## config.mk

```make
export PLATFORM = sky130hd
export DESIGN_NAME = rs_mul_station
export DESIGN_NICKNAME = d
export VERILOG_FILES = /design/src/rtl/rs_mul_station_pkg.sv /design/src/rtl/rs_mul_select.sv /design/src/rtl/rs_mul_station.sv
export SDC_FILE = /design/constraint.sdc
export NUM_CORES = 1
export LEC_CHECK = 0
export CAP_MARGIN = 20
export CORE_ASPECT_RATIO = 0.7
export CORE_MARGIN = 2
export CORE_UTILIZATION = 48
export DETAILED_ROUTE_END_ITERATION = 12
export PLACE_DENSITY = 0.82
export SKIP_LAST_GASP = 1
export SLEW_MARGIN = 40
export SYNTH_ARGS = -nofsm -noshare
export SYNTH_HDL_FRONTEND = slang
export SYNTH_SLANG_ARGS = --single-unit
```

## constraint.sdc

```tcl
create_clock -name clk -period 6 [get_ports clk]
set_input_delay 1.2 -clock clk [delete_from_list [all_inputs] [get_ports clk]]
set_output_delay 1.2 -clock clk [all_outputs]
set_load 0.02 [all_outputs]
```

## src/rtl/rs_mul_station_pkg.sv

```systemverilog
// Shared widths and helpers for the multiply reservation station.
// Station defaults live here alongside the core datapath widths.
package rs_mul_station_pkg;

    localparam int DATA_LEN       = 32;
    localparam int SPECTAG_LEN    = 5;
    localparam int RRF_SEL        = 6;
    localparam int RS_MUL_ENT_NUM = 2;
    localparam int RS_MUL_ENT_SEL = 1;

    function automatic logic tag_hit(input logic [SPECTAG_LEN-1:0] a,
                                     input logic [SPECTAG_LEN-1:0] b);
        return |(a & b);
    endfunction

    // Returns {ready, value}. A waiting operand holds its RRF tag in the low bits;
    // wb0 is checked first so it wins when both buses carry the same tag.
    function automatic logic [DATA_LEN:0] snoop(input logic                rdy,
                                                input logic [DATA_LEN-1:0] src,
                                                input logic                e0,
                                                input logic [RRF_SEL-1:0]  t0,
                                                input logic [DATA_LEN-1:0] d0,
                                                input logic                e1,
                                                input logic [RRF_SEL-1:0]  t1,
                                                input logic [DATA_LEN-1:0] d1);
        logic [DATA_LEN:0] res;
        res = {rdy, src};
        if (!rdy) begin
            if (e0 && (t0 == src[RRF_SEL-1:0]))
                res = {1'b1, d0};
            else if (e1 && (t1 == src[RRF_SEL-1:0]))
                res = {1'b1, d1};
        end
        return res;
    endfunction

endpackage

```

## src/rtl/rs_mul_select.sv

```systemverilog
// Lowest-index-first picker: request vector in, grant flag and index out.
// Used both for free-entry allocation and for issue selection.
module rs_mul_select
    import rs_mul_station_pkg::*;
#(
    parameter int ENTRY_NUM = RS_MUL_ENT_NUM,
    parameter int ENT_SEL   = RS_MUL_ENT_SEL
) (
    input  logic [ENTRY_NUM-1:0] req,
    output logic                 grant,
    output logic [ENT_SEL-1:0]   idx
);

    always_comb begin
        grant = 1'b0;
        idx   = '0;
        for (int i = ENTRY_NUM - 1; i >= 0; i--) begin
            if (req[i]) begin
                grant = 1'b1;
                idx   = ENT_SEL'(i);
            end
        end
    end

endmodule

```

## src/rtl/rs_mul_station.sv

```systemverilog
// Reservation station for the integer multiply pipe: holds dispatched ops,
// snoops two result buses, issues one ready op per cycle, honours branch kill/confirm.
module rs_mul_station
    import rs_mul_station_pkg::*;
#(
    parameter int ENTRY_NUM = RS_MUL_ENT_NUM,
    parameter int ENT_SEL   = RS_MUL_ENT_SEL
) (
    input  logic                   clk,
    input  logic                   reset,
    input  logic                   dp_valid,
    output logic                   dp_ready,
    input  logic [DATA_LEN-1:0]    dp_src1,
    input  logic [DATA_LEN-1:0]    dp_src2,
    input  logic                   dp_rdy1,
    input  logic                   dp_rdy2,
    input  logic [RRF_SEL-1:0]     dp_dst,
    input  logic                   dp_dstval,
    input  logic [SPECTAG_LEN-1:0] dp_spectag,
    input  logic                   dp_specbit,
    input  logic                   dp_s1s,
    input  logic                   dp_s2s,
    input  logic                   dp_lohi,
    input  logic                   wb0_en,
    input  logic [RRF_SEL-1:0]     wb0_tag,
    input  logic [DATA_LEN-1:0]    wb0_data,
    input  logic                   wb1_en,
    input  logic [RRF_SEL-1:0]     wb1_tag,
    input  logic [DATA_LEN-1:0]    wb1_data,
    input  logic                   prmiss,
    input  logic                   prsuccess,
    input  logic [SPECTAG_LEN-1:0] spectagfix,
    input  logic                   iss_en,
    output logic                   iss_valid,
    output logic [DATA_LEN-1:0]    iss_src1,
    output logic [DATA_LEN-1:0]    iss_src2,
    output logic [RRF_SEL-1:0]     iss_dst,
    output logic                   iss_dstval,
    output logic [SPECTAG_LEN-1:0] iss_spectag,
    output logic                   iss_specbit,
    output logic                   iss_s1s,
    output logic                   iss_s2s,
    output logic                   iss_lohi
);

    // Handshakes: an op is accepted when dp_valid & dp_ready at the edge; an op
    // leaves when iss_valid is high, which already includes iss_en, so downstream
    // takes it unconditionally in that cycle.
    logic [ENTRY_NUM-1:0] valid, rdy1, rdy2, dstval, specbit, s1s, s2s, lohi;
    logic [DATA_LEN-1:0]    src1    [ENTRY_NUM];
    logic [DATA_LEN-1:0]    src2    [ENTRY_NUM];
    logic [RRF_SEL-1:0]     dst     [ENTRY_NUM];
    logic [SPECTAG_LEN-1:0] spectag [ENTRY_NUM];

    logic [DATA_LEN:0]    ent_w1 [ENTRY_NUM];
    logic [DATA_LEN:0]    ent_w2 [ENTRY_NUM];
    logic [DATA_LEN:0]    dp_w1, dp_w2;
    logic [ENTRY_NUM-1:0] kill, eligible;
    logic                 free_grant, iss_grant, dp_kill, dp_write, success;
    logic [ENT_SEL-1:0]   free_idx, iss_idx;

    // prmiss outranks prsuccess if both are ever raised together.
    assign success  = prsuccess & ~prmiss;
    assign dp_kill  = prmiss & dp_specbit & tag_hit(dp_spectag, spectagfix);
    assign dp_ready = free_grant;
    assign dp_write = dp_valid & dp_ready & ~dp_kill;
    assign dp_w1    = snoop(dp_rdy1, dp_src1, wb0_en, wb0_tag, wb0_data, wb1_en, wb1_tag, wb1_data);
    assign dp_w2    = snoop(dp_rdy2, dp_src2, wb0_en, wb0_tag, wb0_data, wb1_en, wb1_tag, wb1_data);

    always_comb begin
        for (int i = 0; i < ENTRY_NUM; i++) begin
            kill[i]     = prmiss & specbit[i] & tag_hit(spectag[i], spectagfix);
            eligible[i] = valid[i] & rdy1[i] & rdy2[i] & ~kill[i];
            ent_w1[i]   = snoop(rdy1[i], src1[i], wb0_en, wb0_tag, wb0_data, wb1_en, wb1_tag, wb1_data);
            ent_w2[i]   = snoop(rdy2[i], src2[i], wb0_en, wb0_tag, wb0_data, wb1_en, wb1_tag, wb1_data);
        end
    end

    rs_mul_select #(.ENTRY_NUM(ENTRY_NUM), .ENT_SEL(ENT_SEL)) u_alloc (
        .req   (~valid),
        .grant (free_grant),
        .idx   (free_idx)
    );

    rs_mul_select #(.ENTRY_NUM(ENTRY_NUM), .ENT_SEL(ENT_SEL)) u_issue (
        .req   (eligible),
        .grant (iss_grant),
        .idx   (iss_idx)
    );

    assign iss_valid = iss_en & iss_grant;

    always_comb begin
        iss_src1    = '0;
        iss_src2    = '0;
        iss_dst     = '0;
        iss_dstval  = 1'b0;
        iss_spectag = '0;
        iss_specbit = 1'b0;
        iss_s1s     = 1'b0;
        iss_s2s     = 1'b0;
        iss_lohi    = 1'b0;
        if (iss_valid) begin
            iss_src1    = src1[iss_idx];
            iss_src2    = src2[iss_idx];
            iss_dst     = dst[iss_idx];
            iss_dstval  = dstval[iss_idx];
            iss_spectag = spectag[iss_idx];
            iss_specbit = specbit[iss_idx];
            iss_s1s     = s1s[iss_idx];
            iss_s2s     = s2s[iss_idx];
            iss_lohi    = lohi[iss_idx];
        end
    end

    always_ff @(posedge clk or posedge reset) begin
        if (reset) begin
            valid   <= '0;
            rdy1    <= '0;
            rdy2    <= '0;
            dstval  <= '0;
            specbit <= '0;
            s1s     <= '0;
            s2s     <= '0;
            lohi    <= '0;
            for (int i = 0; i < ENTRY_NUM; i++) begin
                src1[i]    <= '0;
                src2[i]    <= '0;
                dst[i]     <= '0;
                spectag[i] <= '0;
            end
        end else begin
            for (int i = 0; i < ENTRY_NUM; i++) begin
                if (kill[i] || (iss_valid && (iss_idx == ENT_SEL'(i)))) begin
                    valid[i] <= 1'b0;
                end else if (valid[i]) begin
                    rdy1[i] <= ent_w1[i][DATA_LEN];
                    src1[i] <= ent_w1[i][DATA_LEN-1:0];
                    rdy2[i] <= ent_w2[i][DATA_LEN];
                    src2[i] <= ent_w2[i][DATA_LEN-1:0];
                    if (success && tag_hit(spectag[i], spectagfix))
                        specbit[i] <= 1'b0;
                end
            end
            // The allocated slot is always currently free, so it never collides
            // with a kill or issue of a live entry above.
            if (dp_write) begin
                valid[free_idx]   <= 1'b1;
                rdy1[free_idx]    <= dp_w1[DATA_LEN];
                src1[free_idx]    <= dp_w1[DATA_LEN-1:0];
                rdy2[free_idx]    <= dp_w2[DATA_LEN];
                src2[free_idx]    <= dp_w2[DATA_LEN-1:0];
                dst[free_idx]     <= dp_dst;
                dstval[free_idx]  <= dp_dstval;
                spectag[free_idx] <= dp_spectag;
                specbit[free_idx] <= dp_specbit & ~(success & tag_hit(dp_spectag, spectagfix));
                s1s[free_idx]     <= dp_s1s;
                s2s[free_idx]     <= dp_s2s;
                lohi[free_idx]    <= dp_lohi;
            end
        end
    end

endmodule

```

==> out/qor.csv <==
metric,value,unit
regToRegSetupSlack,3.14,ns
placed_area,15000,µm²
post_cts_resized,0,
reg2reg_to,src2[38]$_DFF_PP0_,
avgRoutedWirePerCell,24.5,µm
place.gp.congestion,0.917,
cts_setup_buffers,0,
tritoncts,built,
startpoint_type,input port,
dp_hpwl,28600,µm
cp-end-kind,output pin,
final_layout_size_suffix_gt1_share,16.2,%
grt_pass1_wl,67300,µm
maxCapViolCount,0,
netlist-cell-type-count,56,
synth-warning-count,0,
seq_area,4150,µm²
final.fill_count,2018,
hold_class,flop to flop,
avgSynthCellArea,9.71,µm²
fmax,183,MHz
worst_slack,0.539,ns
whs,0.480,ns
clk_latency,0.45,ns
num_rows,48,
detail-route-antenna-nets,0,
synthArstFlopShare,100,%
reg2reg_depth,7,
cpMostUsedCell,clkdlybuf4s50_1,
multi_input_area,7610,µm²
r2r_start,src2[37]$_DFF_PP0_,
slowest_stage,clkdlybuf4s50_1,
path_class,input port to output pin,
p_sw_share,38.5,%
syn_inst,1266,
synth_enable_flop_cells,0,
drt_drc_violations_left,0,
period_share,91.0,%
overflow,0,
final-instance-count-excl-fill,1781,
slowest_delay,0.61,ns
cts_buffers,17,
die_y,138,µm
period_minus_slack,5.46,ns
ir_drop,0.000213,V
area_delta_synth_final,28.1,%
p_leak,0.00611,µW
combPwrFrac,41.7,%
ctsHoldBuffers,0,
dpl_worst_slack,0.591,ns
port_buffers,252,
slew_headroom,43.9,%
vias,11937,
drt_iter0_markers,1436,
drt-total-wl,43600,µm
syn-num-nets,1437,
cts.htree.levels,4,
start_util,49.3,%
tightest_slew,0.842,ns
ys_seq_area_share,33.8,%
crit_arrival,4.26,ns
clockBufferDepth,2,
num-nets-final,1614,
rsz0062_at_grt,no,
clock_skew,0.00818,ns
p_per_area,370,nW/µm²
final_area,15700,µm²
hold_viol_final,0,
antenna_found_initial,0,
clkPwrFrac,21.0,%
yosys_most_used_dff,dfrtp_1,
ys_ff_latch,166,
finalSetupViolCount,0,
path_cells,clkdlybuf4s50_1 -> a222oi_1 -> a21o_1 -> and4_1 -> or3b_2 -> nor2_4 -> buf_4 -> a22o_1 -> clkdlybuf4s50_1,
clk_pin_slew,0.07,ns
required,4.80,ns
maxSlewViolCount,0,
dp.cells,1746,
crit_end,iss_src2[22],
drtPass1Iterations,5,
die_w,195,µm
crit_fanout,41,
seqPwrFrac,37.3,%
finalSetupTns,0,ns
track_usage,32.2,%
core-area,24900,µm²
routed_via_density,6.70,
netlist_area,12300,µm²
switching_power,2240,µW
first_global_vias,11731,
ios,253,
clkSinkCount,166,
root_buffer,clkbuf_16,
startpoint,spectagfix[0],
grt_max_degree,77,
num_antenna_cells,0,
dieArea,26900,µm²
intPower,3580,µW
outcome,"complete, no violations",
## worst max-delay path, delay by kind of cell
family	cells	cell delay [ns]
buf+inv	3	1.55
compound gates	3	0.59
simple gates	3	0.91
## power groups by stage
stage               registers [µW]  clock network (µW)  logic (µW)
floorplan                     1980                   0        1630
CTS                           2140                1230        2400
finish                        2170                1230        2430
global placement              2140                   0        2290
global route                  2210                1280        2630
detailed placement            2150                   0        2380
## cells in the mapped netlist (all sizes together) (4+ instances only)
master / count / area [µm²]
dfrtp: 166 / 4150
a22o: 144 / 1260
mux2: 119 / 1340
nand2: 108 / 405
mux2i: 86 / 861
o21ai: 70 / 350
nor2b: 67 / 419
buf: 66 / 372
nor2: 65 / 254
a221oi: 64 / 673
clkbuf: 62 / 233
xnor2: 58 / 508
o22ai: 54 / 338
o221ai: 32 / 280
a31o: 24 / 210
xor2: 14 / 123
nand3: 10 / 50.1
nand4: 10 / 62.6
nor3: 7 / 40.0
nor4: 5 / 73.8
nand3b: 4 / 30.0
## stage by stage
| stage | total power (µW) | util, % |
|---|---|---|
| after CTS | 5770 | 62.9 |
| after global placement | 4430 | 59.8 |
| after global routing | 6110 | 63.1 |
| after detailed placement | 4540 | 60.4 |
| after floorplan | 3610 | - |
| final | 5830 | 63.1 |
## area by class of cell
cell class                 count  share of cell area (%)
multi-input combinational    970                    48.4
clock inverter                15                    1.38
clock buffer                  17                    2.70
timing repair buffer         286                    18.5
inverter                       2                  0.0795
sequential                   166                    26.4
tap                          325                    2.58
## layout by cell type (no fill, tap or decap), types with 46 or more instances in the layout
master,synthesis,final
clkdlybuf4s50_1,0,250
dfrtp_1,166,166
a22o_1,144,144
nand2_1,108,107
mux2_2,106,106
mux2i_1,86,86
nor2b_1,67,67
o21ai_0,64,64
nor2_1,63,59
xnor2_1,58,58
o22ai_1,54,54
a221oi_1,46,46
## metal layers
layer | part of all wire, % | global-route usage [%] | up-vias | wire length [µm]
li1 | - | - | 5192 | -
met1 | 41 | 43.7 | 5800 | 17800
met2 | 45 | 51.2 | 852 | 19700
met3 | 12 | 7.66 | 93 | 5260
met4 | 2.1 | 10.1 | 0 | 908
met5 | 0 | 0 | - | 0
## registers in the layout (all words and copies together), names as in the netlist
name	flops
src2	64
src1	64
dstval	2
rdy1	2
spectag	10
lohi	2
dst	12
s2s	2
specbit	2
valid	2
s1s	2
rdy2	2
## how the worst min path moves through the flow
| stage | start | end | slack (ns) | cells past startpoint |
|---|---|---|---|---|
| after floorplan | dst[10]$_DFFE_PP0P_ | dst[10]$_DFFE_PP0P_ | 0.45 | 2 |
| after global routing | dst[0]$_DFFE_PP0P_ | dst[0]$_DFFE_PP0P_ | 0.51 | 1 |
| after CTS | dst[7]$_DFFE_PP0P_ | dst[7]$_DFFE_PP0P_ | 0.48 | 2 |
| final | dst[8]$_DFFE_PP0P_ | dst[8]$_DFFE_PP0P_ | 0.48 | 2 |
| after global placement | dst[8]$_DFFE_PP0P_ | dst[8]$_DFFE_PP0P_ | 0.46 | 2 |
| after detailed placement | dst[7]$_DFFE_PP0P_ | dst[7]$_DFFE_PP0P_ | 0.47 | 2 |
## cells by family after synthesis
logic type      after synthesis  synth area share [%]
buf+inv                     130                  4.98
mux                         205                  17.9
simple gates                288                  11.6
xor+xnor                     72                  5.13
flops                       166                  33.8
compound gates              405                  26.5
(Power assumes the default switching activity.)
==> RTL change: new RTL, config.mk and constraints unchanged <==
Change the package constant `RRF_SEL` from 6 to 7.
--- a/src/rtl/rs_mul_station_pkg.sv
+++ b/src/rtl/rs_mul_station_pkg.sv
@@ -4,7 +4,7 @@
 
     localparam int DATA_LEN       = 32;
     localparam int SPECTAG_LEN    = 5;
-    localparam int RRF_SEL        = 6;
+    localparam int RRF_SEL        = 7;
     localparam int RS_MUL_ENT_NUM = 2;
     localparam int RS_MUL_ENT_SEL = 1;
 
Ports: changed (resized dp_dst, iss_dst, wb0_tag and wb1_tag); port bits go from 253 to 257. No check against the original RTL was run, so the function may have changed too.
==> RTL change against the original RTL <==
- combinational power is 15% higher
- global-route usage is 1.2 points higher
- total power is 5.2% higher
- core utilization is 1.6 points lower
- wire length is 7.8% higher
- setup slack better by 0.060 ns
- area after synthesis is 4.8% higher
- sequential power is 2% higher
- final area is 3.7% higher
- sequential cell count is 2 higher
==> RTL change: results (changes against the original RTL) <==
setup bufs post-CTS 0 (unchanged); vias in the first global route 12600 (+7.7%); Worst VDD drop 0.000257 V (+20%); critical path arrival 4.20 ns (-0.06 ns); share of cells above drive strength 1 14.7% (-1.5 points); DRT iter0 DRCs 973 (-32%); Routed WL 47.1 mm (+7.8%); Post-CTS Resized 0 (unchanged); Hold Path Stages 1 (-1); initial antenna violation count 3 (+3); first-pass GRT wire length 72.3 mm (+7.5%); placer congestion estimate 0.935 (+1.9%); Final nets 1654 (+2.5%); P_leak 6.17 nW (+1.1%); Syn Nets 1485 (+3.3%); yosys warns 0 (unchanged); Worst-Margin Slew 0.823 ns (-0.0191 ns); routed vias/inst 6.64 (-0.96%); Total GRT Usage 33.4% (+1.2 points); post-synth cell types 52 (-7.1%); drt pass-1 iters 7 (+2); Buffers on Ports 256 (+1.6%); DP Cell Count 1824 (+4.5%); post-DP HPWL 31.0 mm (+8.2%); Cell Area, Placed 15700 um^2 (+4.5%); CTS H-tree lvls 4 (unchanged); Avg WL per Cell 25.3 um (+3.4%); Max FO, Critical Path 28 (-32%); Syn Inst Count 1311 (+3.6%); status complete, no violations; Inserted Clock Buffers 17 (unchanged); sequential area share after synthesis 32.6% (-1.2 points); biggest regs src1: 64 flops, src2: 64 flops, dst: 14 flops; largest net degree at the start of global routing 105 (+36%); Synth area leaders dfrtp_1 33%, mux2i_1 11%, mux2_2 9.0%, a22o_1 5.5%, xnor2_1 3.6%; Setup Skew 0.00956 ns (+0.00138 ns); clk_lat worst skew 0.45 ns (about the same); commonest cells in the netlist 168 x dfrtp_1, 136 x mux2i_1, 105 x nand2_1
[RTL change: cell count changes after synthesis, moves of 46 or more]
cell / before / now
a22o_1: 144 / 81
mux2i_1: 86 / 136
nor2_1: 63 / 12
a21oi_1: 2 / 65
a22oi_1: 2 / 59
nor2b_1: 67 / 2
o21ai_0: 64 / 4
a221oi_1: 46 / 0
[RTL change: per-stage QoR]
stage	util [%]	setup WS, ns
global placement	58.7	0.762
finish	61.5	0.599
CTS	61.4	0.588
global route	61.5	0.440
detailed placement	59.2	0.592
floorplan	-	0.253
[RTL change: layout make-up]
class                   instances  area (um^2)
diodes                          1         2.50
clock buffers                  17          425
clock inverters                15          158
fillers                      2218        10200
inverters                       2         12.5
multi-input cells             999         8090
flip-flops and latches        168         4200
well taps                     364          455
repair buffers                292         2980
[RTL change: report_power, final]
part           internal (mW)  leakage, nW  switching, mW
sequential              1.70         1.94          0.521
combinational           1.31         3.95           1.48
clock                  0.558        0.278          0.558
total                   3.57         6.17           2.56
[RTL change: critical path, cell delays in order]
cell	delay [ns]
clkdlybuf4s50_1	0.52
a22oi_1	0.13
a21oi_1	0.44
nand2b_1	0.26
o211a_4	0.47
buf_4	0.36
a22o_1	0.19
clkdlybuf4s50_1	0.62
[RTL change: cells by family (layout without fill, tap and decap cells)]
logic type / count (synthesis) / count (layout) / share of synthesized area (%)
buffers and inverters: 144 / 326 / 5.44
AOI/OAI and AO/OA: 362 / 362 / 21.5
other: 0 / 1 / 0
DFF: 168 / 168 / 32.6
muxes: 264 / 264 / 21.8
xor gates and xnor gates: 84 / 84 / 5.71
and+or+nand+nor: 289 / 289 / 12.9
[RTL change: final timing paths]
check                              start           end  slack (ns)
setup / recovery           spectagfix[3]  iss_src1[28]        0.60
hold / removal                    s2s[1]        s2s[1]        0.50
setup reg to reg              spectag[1]       src1[8]        3.16
hold reg to reg                   s2s[1]        s2s[1]        0.50
max in group asynchronous          reset        dst[1]        3.75
min in group asynchronous          reset      src2[40]        1.22
[RTL change: routing by layer]
metal	vias up	track usage, %	wire (um)
met1	6104	45.2	19700
met2	760	51.8	20900
met5	-	0	15
met4	2	12.8	1350
met3	119	8.06	5080
li1	5349	-	-
